==> src/rtl/mem_arbiter_if.sv <==
// Bundle of the fetch/data request buses and the single RAM port served by mem_arbiter.
// The slave modport is the arbiter's view; master is the CPU-plus-RAM environment.
interface mem_arbiter_if #(
   parameter int ADDR_W = 32
);
   logic              iREN;
   logic [ADDR_W-1:0] iaddr;
   logic              dREN;
   logic              dWEN;
   logic              datomic;
   logic [ADDR_W-1:0] daddr;
   logic [ADDR_W-1:0] dstore;
   logic              iwait;
   logic              dwait;
   logic [ADDR_W-1:0] iload;
   logic [ADDR_W-1:0] dload;
   logic              ramREN;
   logic              ramWEN;
   logic [ADDR_W-1:0] ramaddr;
   logic [ADDR_W-1:0] ramstore;
   logic [ADDR_W-1:0] ramload;
   logic [1:0]        ramstate;
   logic              mem_err;

   modport slave (
      input  iREN, iaddr, dREN, dWEN, datomic, daddr, dstore, ramload, ramstate,
      output iwait, dwait, iload, dload, ramREN, ramWEN, ramaddr, ramstore, mem_err
   );

   modport master (
      output iREN, iaddr, dREN, dWEN, datomic, daddr, dstore, ramload, ramstate,
      input  iwait, dwait, iload, dload, ramREN, ramWEN, ramaddr, ramstore, mem_err
   );
endinterface

==> src/rtl/mem_arbiter.sv <==
// Single-port RAM arbiter: data path has priority over instruction fetch, ERROR retries
// with a sticky failure flag, and LL/SC tracked by one link register.
module mem_arbiter #(
   parameter int ADDR_W    = 32,
   parameter int RETRY_MAX = 3
) (
   input  logic         CLK,
   input  logic         RST,
   mem_arbiter_if.slave bus
);
   localparam int RETRY_W = $clog2(RETRY_MAX + 1);

   typedef logic [ADDR_W-1:0] word_t;
   typedef enum logic [1:0] {IDLE, GNT_D, GNT_I, SC_FAIL} state_e;

   localparam logic [1:0] RS_ACCESS = 2'd2;
   localparam logic [1:0] RS_ERROR  = 2'd3;

   state_e             state_q, state_d;
   logic [RETRY_W-1:0] retry_q, retry_d;
   logic               link_valid_q, link_valid_d;
   word_t              link_addr_q, link_addr_d;
   logic               mem_err_q, mem_err_d;

   logic  iwait_c, dwait_c, ram_ren_c, ram_wen_c;
   word_t iload_c, dload_c, ram_addr_c, ram_store_c;
   logic  is_sc, link_hit, retry_done;

   assign is_sc      = bus.dWEN & bus.datomic;
   assign link_hit   = link_valid_q && (link_addr_q == bus.daddr);
   assign retry_done = (retry_q == RETRY_W'(RETRY_MAX));

   always_comb begin
      state_d      = state_q;
      retry_d      = retry_q;
      link_valid_d = link_valid_q;
      link_addr_d  = link_addr_q;
      mem_err_d    = mem_err_q;
      iwait_c      = bus.iREN;
      dwait_c      = bus.dREN | bus.dWEN;
      iload_c      = '0;
      dload_c      = '0;
      ram_ren_c    = 1'b0;
      ram_wen_c    = 1'b0;
      ram_addr_c   = '0;
      ram_store_c  = '0;

      unique case (state_q)
         IDLE: begin
            if (bus.dREN | bus.dWEN) begin
               // An SC that cannot succeed never touches the RAM.
               state_d = (is_sc && !link_hit) ? SC_FAIL : GNT_D;
            end else if (bus.iREN) begin
               state_d = GNT_I;
            end
         end

         GNT_D: begin
            ram_addr_c  = bus.daddr;
            ram_ren_c   = bus.dREN;
            ram_wen_c   = bus.dWEN;
            ram_store_c = bus.dstore;
            if (bus.ramstate == RS_ACCESS) begin
               dwait_c = 1'b0;
               if (bus.dREN) begin
                  dload_c = bus.ramload;
               end else if (is_sc) begin
                  dload_c = word_t'(1);
               end
               if (bus.dREN && bus.datomic) begin
                  link_valid_d = 1'b1;
                  link_addr_d  = bus.daddr;
               end else if (is_sc || (bus.dWEN && link_hit)) begin
                  link_valid_d = 1'b0;
               end
               state_d = IDLE;
               retry_d = '0;
            end else if (bus.ramstate == RS_ERROR) begin
               if (retry_done) begin
                  dwait_c   = 1'b0;
                  mem_err_d = 1'b1;
                  state_d   = IDLE;
                  retry_d   = '0;
               end else begin
                  retry_d = retry_q + RETRY_W'(1);
               end
            end
         end

         GNT_I: begin
            ram_addr_c = bus.iaddr;
            ram_ren_c  = 1'b1;
            if (bus.ramstate == RS_ACCESS) begin
               iwait_c = 1'b0;
               iload_c = bus.ramload;
               state_d = IDLE;
               retry_d = '0;
            end else if (bus.ramstate == RS_ERROR) begin
               if (retry_done) begin
                  iwait_c   = 1'b0;
                  mem_err_d = 1'b1;
                  state_d   = IDLE;
                  retry_d   = '0;
               end else begin
                  retry_d = retry_q + RETRY_W'(1);
               end
            end
         end

         SC_FAIL: begin
            dwait_c = 1'b0;
            state_d = IDLE;
         end

         default: state_d = IDLE;
      endcase
   end

   always_ff @(posedge CLK) begin
      if (RST) begin
         state_q      <= IDLE;
         retry_q      <= '0;
         link_valid_q <= 1'b0;
         link_addr_q  <= '0;
         mem_err_q    <= 1'b0;
      end else begin
         state_q      <= state_d;
         retry_q      <= retry_d;
         link_valid_q <= link_valid_d;
         link_addr_q  <= link_addr_d;
         mem_err_q    <= mem_err_d;
      end
   end

   assign bus.iwait    = iwait_c;
   assign bus.dwait    = dwait_c;
   assign bus.iload    = iload_c;
   assign bus.dload    = dload_c;
   assign bus.ramREN   = ram_ren_c;
   assign bus.ramWEN   = ram_wen_c;
   assign bus.ramaddr  = ram_addr_c;
   assign bus.ramstore = ram_store_c;
   assign bus.mem_err  = mem_err_q;
endmodule

==> src/flat_wrapper.sv <==
// flat-port wrapper written by rule: the top's interface ports become plain ports
module mem_arbiter_flat 
#(
   parameter int ADDR_W    = 32,
   parameter int RETRY_MAX = 3
)
  (CLK, RST, bus_iREN, bus_iaddr, bus_dREN, bus_dWEN, bus_datomic, bus_daddr, bus_dstore, bus_ramload, bus_ramstate, bus_iwait, bus_dwait, bus_iload, bus_dload, bus_ramREN, bus_ramWEN, bus_ramaddr, bus_ramstore, bus_mem_err);
  mem_arbiter_if #(.ADDR_W(ADDR_W)) bus_i ();
  input  logic CLK;
  input  logic RST;
  input wire logic [$bits(bus_i.iREN)-1:0] bus_iREN;
  input wire logic [$bits(bus_i.iaddr)-1:0] bus_iaddr;
  input wire logic [$bits(bus_i.dREN)-1:0] bus_dREN;
  input wire logic [$bits(bus_i.dWEN)-1:0] bus_dWEN;
  input wire logic [$bits(bus_i.datomic)-1:0] bus_datomic;
  input wire logic [$bits(bus_i.daddr)-1:0] bus_daddr;
  input wire logic [$bits(bus_i.dstore)-1:0] bus_dstore;
  input wire logic [$bits(bus_i.ramload)-1:0] bus_ramload;
  input wire logic [$bits(bus_i.ramstate)-1:0] bus_ramstate;
  output wire logic [$bits(bus_i.iwait)-1:0] bus_iwait;
  output wire logic [$bits(bus_i.dwait)-1:0] bus_dwait;
  output wire logic [$bits(bus_i.iload)-1:0] bus_iload;
  output wire logic [$bits(bus_i.dload)-1:0] bus_dload;
  output wire logic [$bits(bus_i.ramREN)-1:0] bus_ramREN;
  output wire logic [$bits(bus_i.ramWEN)-1:0] bus_ramWEN;
  output wire logic [$bits(bus_i.ramaddr)-1:0] bus_ramaddr;
  output wire logic [$bits(bus_i.ramstore)-1:0] bus_ramstore;
  output wire logic [$bits(bus_i.mem_err)-1:0] bus_mem_err;
  assign bus_i.iREN = bus_iREN;
  assign bus_i.iaddr = bus_iaddr;
  assign bus_i.dREN = bus_dREN;
  assign bus_i.dWEN = bus_dWEN;
  assign bus_i.datomic = bus_datomic;
  assign bus_i.daddr = bus_daddr;
  assign bus_i.dstore = bus_dstore;
  assign bus_i.ramload = bus_ramload;
  assign bus_i.ramstate = bus_ramstate;
  assign bus_iwait = bus_i.iwait;
  assign bus_dwait = bus_i.dwait;
  assign bus_iload = bus_i.iload;
  assign bus_dload = bus_i.dload;
  assign bus_ramREN = bus_i.ramREN;
  assign bus_ramWEN = bus_i.ramWEN;
  assign bus_ramaddr = bus_i.ramaddr;
  assign bus_ramstore = bus_i.ramstore;
  assign bus_mem_err = bus_i.mem_err;
  mem_arbiter #(.ADDR_W(ADDR_W), .RETRY_MAX(RETRY_MAX)) u_core (.CLK(CLK), .RST(RST), .bus(bus_i));
endmodule
==> config.mk <==
export PLATFORM = sky130hd
export DESIGN_NAME = mem_arbiter_flat
export DESIGN_NICKNAME = d
export VERILOG_FILES = /design/src/rtl/mem_arbiter_if.sv /design/src/rtl/mem_arbiter.sv /design/src/flat_wrapper.sv
export SDC_FILE = /design/constraint.sdc
export NUM_CORES = 1
export LEC_CHECK = 0
export BUFFER_PORTS_ARGS = -buffer_cell sky130_fd_sc_hd__clkbuf_2
export CORE_MARGIN = 5
export CORE_UTILIZATION = 35
export CTS_CLUSTER_SIZE = 20
export DETAILED_ROUTE_END_ITERATION = 8
export GPL_TIMING_DRIVEN = 0
export PLACE_DENSITY = 0.78
export SETUP_SLACK_MARGIN = 0.15
export SLEW_MARGIN = 20
export SYNTH_ARGS = -nofsm -noshare
export SYNTH_HDL_FRONTEND = slang
export SYNTH_SLANG_ARGS = --single-unit
==> constraint.sdc <==
create_clock -name CLK -period 1.6 [get_ports CLK]
set_input_delay 0.08 -clock CLK [delete_from_list [all_inputs] [get_ports CLK]]
set_output_delay 0.08 -clock CLK [all_outputs]
set_load 0.02 [all_outputs]
==> results of run 1 <==
==> metal layers <==
metal	wire length, um	vias up
li1	-	2042
met1	6940	2217
met2	10900	266
met3	1520	71
met4	1040	0
met5	0	-
==> critical path, delay by kind of cell, from the launching register on <==
kind | cells | cell delay (ns)
and+or+nand+nor | 3 | 0.45
buffers and inverters | 5 | 0.63
adders and majority gates | 1 | 0.14
AOI/OAI and AO/OA | 1 | 0.17
DFF | 1 | 0.34
==> worst paths after layout <==
check / slack, ns / from / cells past startpoint / to
max: -0.22 / u_core.state_q[1]$_SDFFE_PP0P_ / 10 / u_core.link_addr_q[15]$_SDFFE_PP0P_
min: 0.05 / bus_daddr[3] / 3 / u_core.link_addr_q[3]$_SDFFE_PP0P_
max reg2reg: -0.22 / u_core.state_q[1]$_SDFFE_PP0P_ / 10 / u_core.link_addr_q[15]$_SDFFE_PP0P_
min reg2reg: 0.48 / u_core.link_addr_q[31]$_SDFFE_PP0P_ / 2 / u_core.link_addr_q[31]$_SDFFE_PP0P_
==> kinds of logic after synthesis <==
| kind of cell | synth area share (%) |
|---|---|
| buf+inv | 6.08 |
| compound gates | 18.6 |
| flops | 24.2 |
| simple gates | 39.8 |
| xor+xnor | 8.91 |
| fa+ha+maj | 2.39 |
==> sequential cells by signal, indices dropped and copies added (netlist names) <==
name / flops
u_core.bus.mem_err: 1
u_core.link_addr_q: 32
u_core.link_valid_q: 1
u_core.retry_q: 2
u_core.state_q: 2
==> layout by cell type, fill, tap and decap left out, types with 27 or more instances in the layout <==
cell type  synthesis  routed
clkbuf_2           0     142
buf_8              3      64
clkbuf_8           0      51
nand2_1           72      36
dfxtp_1           38      36
and2_1            65      33
and2_4             1      33
a22oi_2            0      32
a21oi_2           19      32
and3_4             1      31
nor2b_4            0      30
buf_6              1      27
==> cell type report <==
type / count / area (um^2) / area share, %
diodes: 1 / 2.50 / 0.0340
multi-input cells: 352 / 3160 / 42.9
clock buffers: 6 / 82.6 / 1.12
repair buffers: 291 / 2690 / 36.6
flip-flops and latches: 38 / 766 / 10.4
inverters: 3 / 13.8 / 0.187
clock inverters: 2 / 12.5 / 0.170
well taps: 108 / 135 / 1.84
plain buffers: 36 / 490 / 6.67
==> where the power goes <==
part           switching [mW]  internal, mW  total, mW
registers              0.0325         0.976       1.01
clock network           0.406         0.347      0.753
logic                    1.80          1.94       3.73
==> metrics by stage <==
stage / setup TNS (ns) / setup WS (ns) / total power, mW
2_1_floorplan: 0 / 0.129 / 2.56
3_3_place_gp: -26.20 / -0.420 / 3.33
3_5_place_dp: -33.90 / -0.496 / 3.37
4_1_cts: -16.83 / -0.181 / 5.10
5_1_grt: -26.90 / -0.270 / 5.67
6_report: -21.18 / -0.221 / 5.50
==> timing repair <==
| item | in CTS | in global routing |
|---|---|---|
| endpoints found under the hold margin | 0 | 0 |
| gates cloned | 7 | 3 |
| buffers inserted | 12 | 2 |
| pin swaps | 41 | 31 |
| gates resized for setup | 378 | 208 |
| endpoints found under the setup margin | 168 | 170 |
==> out/metrics.yaml, run 1 <==
sta:
  hold_ws_ns: 0.0494
  finalHoldViolCount: 0
  rsz0062_at_grt: "yes"
  worst_slew_pin_slew_ns: 0.806
  fmaxAchievable_mhz: 549
  period_share_pct: 114
  finalSetupViolCount: 156
  max-slew-margin-rel_pct: 46.3
  slew_viol_final: 0
  finalClockSkew_ns: 0.00582
  fin_ws_ns: -0.221
  final.min_clock_period_ns: 1.82
global_routing:
  first_global_vias: 4913
  grt_max_degree: 13
  grt_antenna_before_repair: 0
  grt_overflow_total: 0
  met2_usage_pct: 60.0
  grt_pass1_wl_um: 28000
  use_met3_pct: 7.89
  use_met1_pct: 33.7
  track_usage_pct: 31.8
  top_usage_layer: "met2"
critical_path:
  path_max_fanout: 7
  arrival_ns: 2.05
  critical_path.max_stage_delay_ns: 0.34
  cp_common_cell: "buf_12"
  critPathLaunchType: "flip-flop"
  cp.required_ns: 1.83
  cpMaxStageDelayCell: "dfxtp_2"
  endpoint_kind: "flip-flop"
  path_class: "reg -> reg"
  crit_path_cell_trace: "inv_2 -> ha_4 -> buf_8 -> and3_4 -> buf_6 -> and2_4 -> buf_12 -> buf_12 -> nand2_4 -> a21oi_2"
placement:
  gp_congestion: 0.935
  placed_cells: 804
  dp_hpwl_um: 13400
  dpl_cell_area_um2: 4890
  port_buffers: 267
logic_synthesis:
  synth_fp_nets: 571
  yosysSeqAreaShare_pct: 24.2
  synthTopCellsByArea: "dfxtp_1 (24%), and2_1 (13%), nand2_1 (8.6%)"
  synthCells: 429
  yosys-top-cells-count: "nand2_1 (72), and2_1 (65), dfxtp_1 (38)"
  netlist_area_um2: 3150
  ys_types: 34
  avgSynthCellArea_um2: 7.34
  synth_most_common_cell: "nand2_1"
  ys.warnings.count: 0
  synthFlopType: "dfxtp_1"
  yosys.area.top_type: "dfxtp_1"
  synth_top_area_share_pct: 24.2
  synth-seq-cells: 38
  synth-edff-count: 0
  async_flop_share_pct: 0
clocking:
  htreeDepth: 2
  clock_latency_ns: 0.31
  hold_buffers: 0
  cts_tree: "yes"
  path_clk_slew_ns: 0.08
  cts.sinks: 38
  clockBufferDepth: 2
  cts-root-buf: "clkbuf_8"
  cts_made_buffers: 5
route:
  firstDrtPassIters: 4
  drc: 0
  vias: 4596
  first_iter_violations: 187
  drtAntennaViolNets: 0
  vias_per_cell: 5.49
  wl_per_cell_um: 24.4
  wl_um: 20400
finish:
  layout-drive-gt1-share_pct: 74.0
  fin_nets: 869
  final.fill_count: 513
  area_growth_syn_to_layout_pct: 134
  instances_no_fill: 837
  utilization_pct: 83.9
  design_area_um2: 7350
power_and_ir_drop:
  p_per_area_nw_per_um2: 748
  max-vdd-ir-drop_mv: 0.644
  cellLeakagePower_nw: 3.31
die:
  die_x_um: 105
  io_pins: 269
  rows: 34
  start_util_pct: 35.9
  die_h_um: 105
  dieArea_um2: 11000
  core_area_um2: 8760
status:
  status: "complete, but fails checks"
  violations: "negative setup slack"
min_path:
  min_path_type: "in -> reg"
run:
  maxCapViolCount: 0
Power figures use the tool's default switching activity.
==> inputs of run 2 (changes only) <==
--- a/config.mk
+++ b/config.mk
@@ -7,13 +7,12 @@
 export LEC_CHECK = 0
 export BUFFER_PORTS_ARGS = -buffer_cell sky130_fd_sc_hd__clkbuf_2
 export CORE_MARGIN = 5
-export CORE_UTILIZATION = 35
+export CORE_UTILIZATION = 25
 export CTS_CLUSTER_SIZE = 20
 export DETAILED_ROUTE_END_ITERATION = 8
 export GPL_TIMING_DRIVEN = 0
-export PLACE_DENSITY = 0.78
 export SETUP_SLACK_MARGIN = 0.15
-export SLEW_MARGIN = 20
+export SLEW_MARGIN = 30
 export SYNTH_ARGS = -nofsm -noshare
 export SYNTH_HDL_FRONTEND = slang
 export SYNTH_SLANG_ARGS = --single-unit
==> run 2 against run 1 <==
Effect of this change: the flow still finishes with violations (negative setup slack); cell count rose by 8.0%; highest routed layer unchanged; design area fell by 4.3%; utilization is 27 points lower; largest power group unchanged; clock skew fell by 0.0033 ns; first-iteration DRC count fell by 0.53%.
==> out/metrics.yaml, run 2 (synthesized netlist as in run 1, its figures left out) <==
power_and_ir_drop:
  finalPower_mw: 5.25  # -4.4%
  p_per_area_nw_per_um2: 747  # -0.10%
  swShare_pct: 39.3  # -1.4 points
  p_clk_share_pct: 17.8  # +4.1 points
  p_switching_mw: 2.06  # -7.6%
  power_frac_seq_pct: 19.3  # +0.9 points
  combinationalPowerShare_pct: 62.9  # -5.0 points
  cellLeakagePower_nw: 3.16  # -4.6%
  intPower_mw: 3.19  # -2.2%
  max-vdd-ir-drop_mv: 0.391  # -39%
critical_path:
  r2r_start: "u_core.state_q[1]$_SDFFE_PP0P_"
  critPathLaunchType: "flip-flop"
  r2r_end: "u_core.link_addr_q[13]$_SDFFE_PP0P_"
  critPathCapture: "bus_dload[29]"
  startpoint: "u_core.state_q[1]$_SDFFE_PP0P_"
  endpoint_kind: "output port"
  critical_path.max_stage_delay_ns: 0.36  # +0.02 ns
  r2r_slack_ns: -0.11  # +0.11 ns
  path_max_fanout: 7  # unchanged
  cp.required_ns: 1.52  # -0.31 ns
  reg2regPathDepth: 10  # unchanged
  crit_path_cell_trace: "inv_4 -> ha_4 -> buf_8 -> and3_4 -> buf_12 -> buf_8 -> and2_4 -> buf_8"
  cp_common_cell: "buf_8"
  arrival_ns: 1.69  # -0.36 ns
  path_class: "reg -> out"
  cpMaxStageDelayCell: "dfxtp_4"
placement:
  placed_cells: 868  # +8.0%
  gp_congestion: 0.802  # -14%
  dp_hpwl_um: 13200  # -1.4%
  port_buffers: 267  # unchanged
  pre_cts_slack_ns: -0.595  # -0.0995 ns
finish:
  fin_nets: 871  # +0.23%
  regMostFlops: "u_core.link_addr_q"
  final_common_cell: "clkbuf_2"
  final-seq-area_um2: 768  # +0.33%
  largest_register_ffs: 32  # unchanged
  instances_no_fill: 904  # +8.0%
  multi_input_area_um2: 3120  # -1.2%
  final.fill_count: 1084  # +110%
  layout-drive-gt1-share_pct: 74.6  # +0.58 points
  area_growth_syn_to_layout_pct: 124
  reg_top3: "u_core.link_addr_q (32), u_core.retry_q (2), u_core.state_q (2)"
  utilization_pct: 56.4  # -27 points
  final_cell_mix: "clkbuf_2 (170), buf_8 (51), nand2_1 (37)"
global_routing:
  grt_overflow_total: 0  # unchanged
  grt_pass1_wl_um: 25100  # -10%
  grt_antenna_before_repair: 3  # +3
  grt_max_degree: 12  # -1
  first_global_vias: 4604  # -6.3%
  track_usage_pct: 21.8  # -10 points
clocking:
  cts.sinks: 38  # unchanged
  hold_buffers: 0  # unchanged
  htreeDepth: 2  # unchanged
  clock_latency_ns: 0.28  # -0.03 ns
  path_clk_slew_ns: 0.06  # -0.02 ns
  clockBufferDepth: 2  # unchanged
  cts-root-buf: "clkbuf_16"
  cts_tree: "yes"
  cts_made_buffers: 5  # unchanged
sta:
  finalHoldViolCount: 0  # unchanged
  fmaxAchievable_mhz: 566  # +3.0%
  rsz0062_at_grt: "yes"
  period_share_pct: 110  # -3.3 points
  slew_viol_final: 0  # unchanged
  worst_slew_pin_slew_ns: 0.820  # +0.0142 ns
  finalSetupViolCount: 157  # +0.64%
  final.min_clock_period_ns: 1.77  # -0.0535 ns
  tns_ns: -16.97  # +4.21 ns
  max-slew-margin-rel_pct: 45.3  # -0.95 points
  fin_ws_ns: -0.167  # +0.0535 ns
  finalClockSkew_ns: 0.00249  # -0.00332 ns
die:
  start_util_pct: 25.2  # -11 points
  die_h_um: 122  # +17%
  io_pins: 269  # unchanged
  core_area_um2: 12500  # +42%
  dieArea_um2: 14900  # +36%
  rows: 41  # +21%
  die_x_um: 122  # +17%
run:
  maxCapViolCount: 0  # unchanged
route:
  wl_um: 18000  # -12%
  drc: 0  # unchanged
  wl_per_cell_um: 19.9  # -18%
  first_iter_violations: 186  # -0.53%
  vias_per_cell: 4.85  # -12%
  drtAntennaViolNets: 0  # unchanged
  vias: 4386  # -4.6%
  firstDrtPassIters: 4  # unchanged
status:
  violations: "negative setup slack"
  status: "complete, but fails checks"
min_path:
  min_path_type: "in -> reg"
==> run 2: cell count changes in the layout (fill, tap and decap cells not counted), sizes merged <==
cell,change
clkinv,+1
clkinvlp,-1
clkbuf,+9
buf,-8
diode,+2
==> run 2: per-stage QoR <==
stage | hold WS, ns | instance area [um^2]
global route | 0.0805 | 7040
detailed placement | 0.357 | 4970
CTS | 0.0650 | 6610
global placement | 0.349 | 4970
floorplan | 0.207 | 3420
finish | 0.0752 | 7040
==> run 2: metal layers <==
layer / vias up / wire [um] / track usage, %
li1: 2054 / - / -
met3: 39 / 1180 / 3.99
met5: - / 0 / 0
met1: 2094 / 6060 / 22.8
met4: 0 / 603 / 8.96
met2: 199 / 10200 / 42.3
==> run 2: worst max-delay path: cells and delay by family, from the launching register on <==
family	cells	cell delay (ns)
adders and majority gates	1	0.13
DFF	1	0.36
and+or+nand+nor	2	0.36
buffers and inverters	5	0.55
==> run 2: what timing repair did <==
item	in CTS	in global routing
gates cloned	10	1
pin swaps	64	30
resized for setup	304	176
endpoints found under the setup margin	170	167
buffers inserted	11	4
==> run 2: area by class of cell <==
class                      instances  area share, %
antenna                            3          0.107
buffer                            36           6.24
clock buffer                       5           1.78
clock inverter                     2          0.142
inverter                           3          0.231
multi-input combinational        352           44.3
sequential                        38           10.9
tap                              172           3.06
timing repair buffer             293           33.2
==> run 2: worst min path at each step <==
| stage | from | to | slack [ns] | depth (start not counted) |
|---|---|---|---|---|
| floorplan | bus_daddr[16] | u_core.link_addr_q[16]$_SDFFE_PP0P_ | 0.21 | 2 |
| global placement | bus_daddr[25] | u_core.link_addr_q[25]$_SDFFE_PP0P_ | 0.35 | 3 |
| detailed placement | bus_daddr[14] | u_core.link_addr_q[14]$_SDFFE_PP0P_ | 0.36 | 3 |
| CTS | bus_daddr[18] | u_core.link_addr_q[18]$_SDFFE_PP0P_ | 0.07 | 3 |
| global route | bus_daddr[24] | u_core.link_addr_q[24]$_SDFFE_PP0P_ | 0.08 | 3 |
| finish | bus_daddr[3] | u_core.link_addr_q[3]$_SDFFE_PP0P_ | 0.08 | 3 |
==> run 2: power by group through the flow <==
stage	logic (mW)	registers [mW]	clock network [mW]
5_1_grt	3.49	1.02	0.995
4_1_cts	3.11	1.01	0.949
2_1_floorplan	1.55	1.01	0
6_report	3.31	1.01	0.936
3_5_place_dp	2.35	1.02	0
3_3_place_gp	2.31	1.02	0
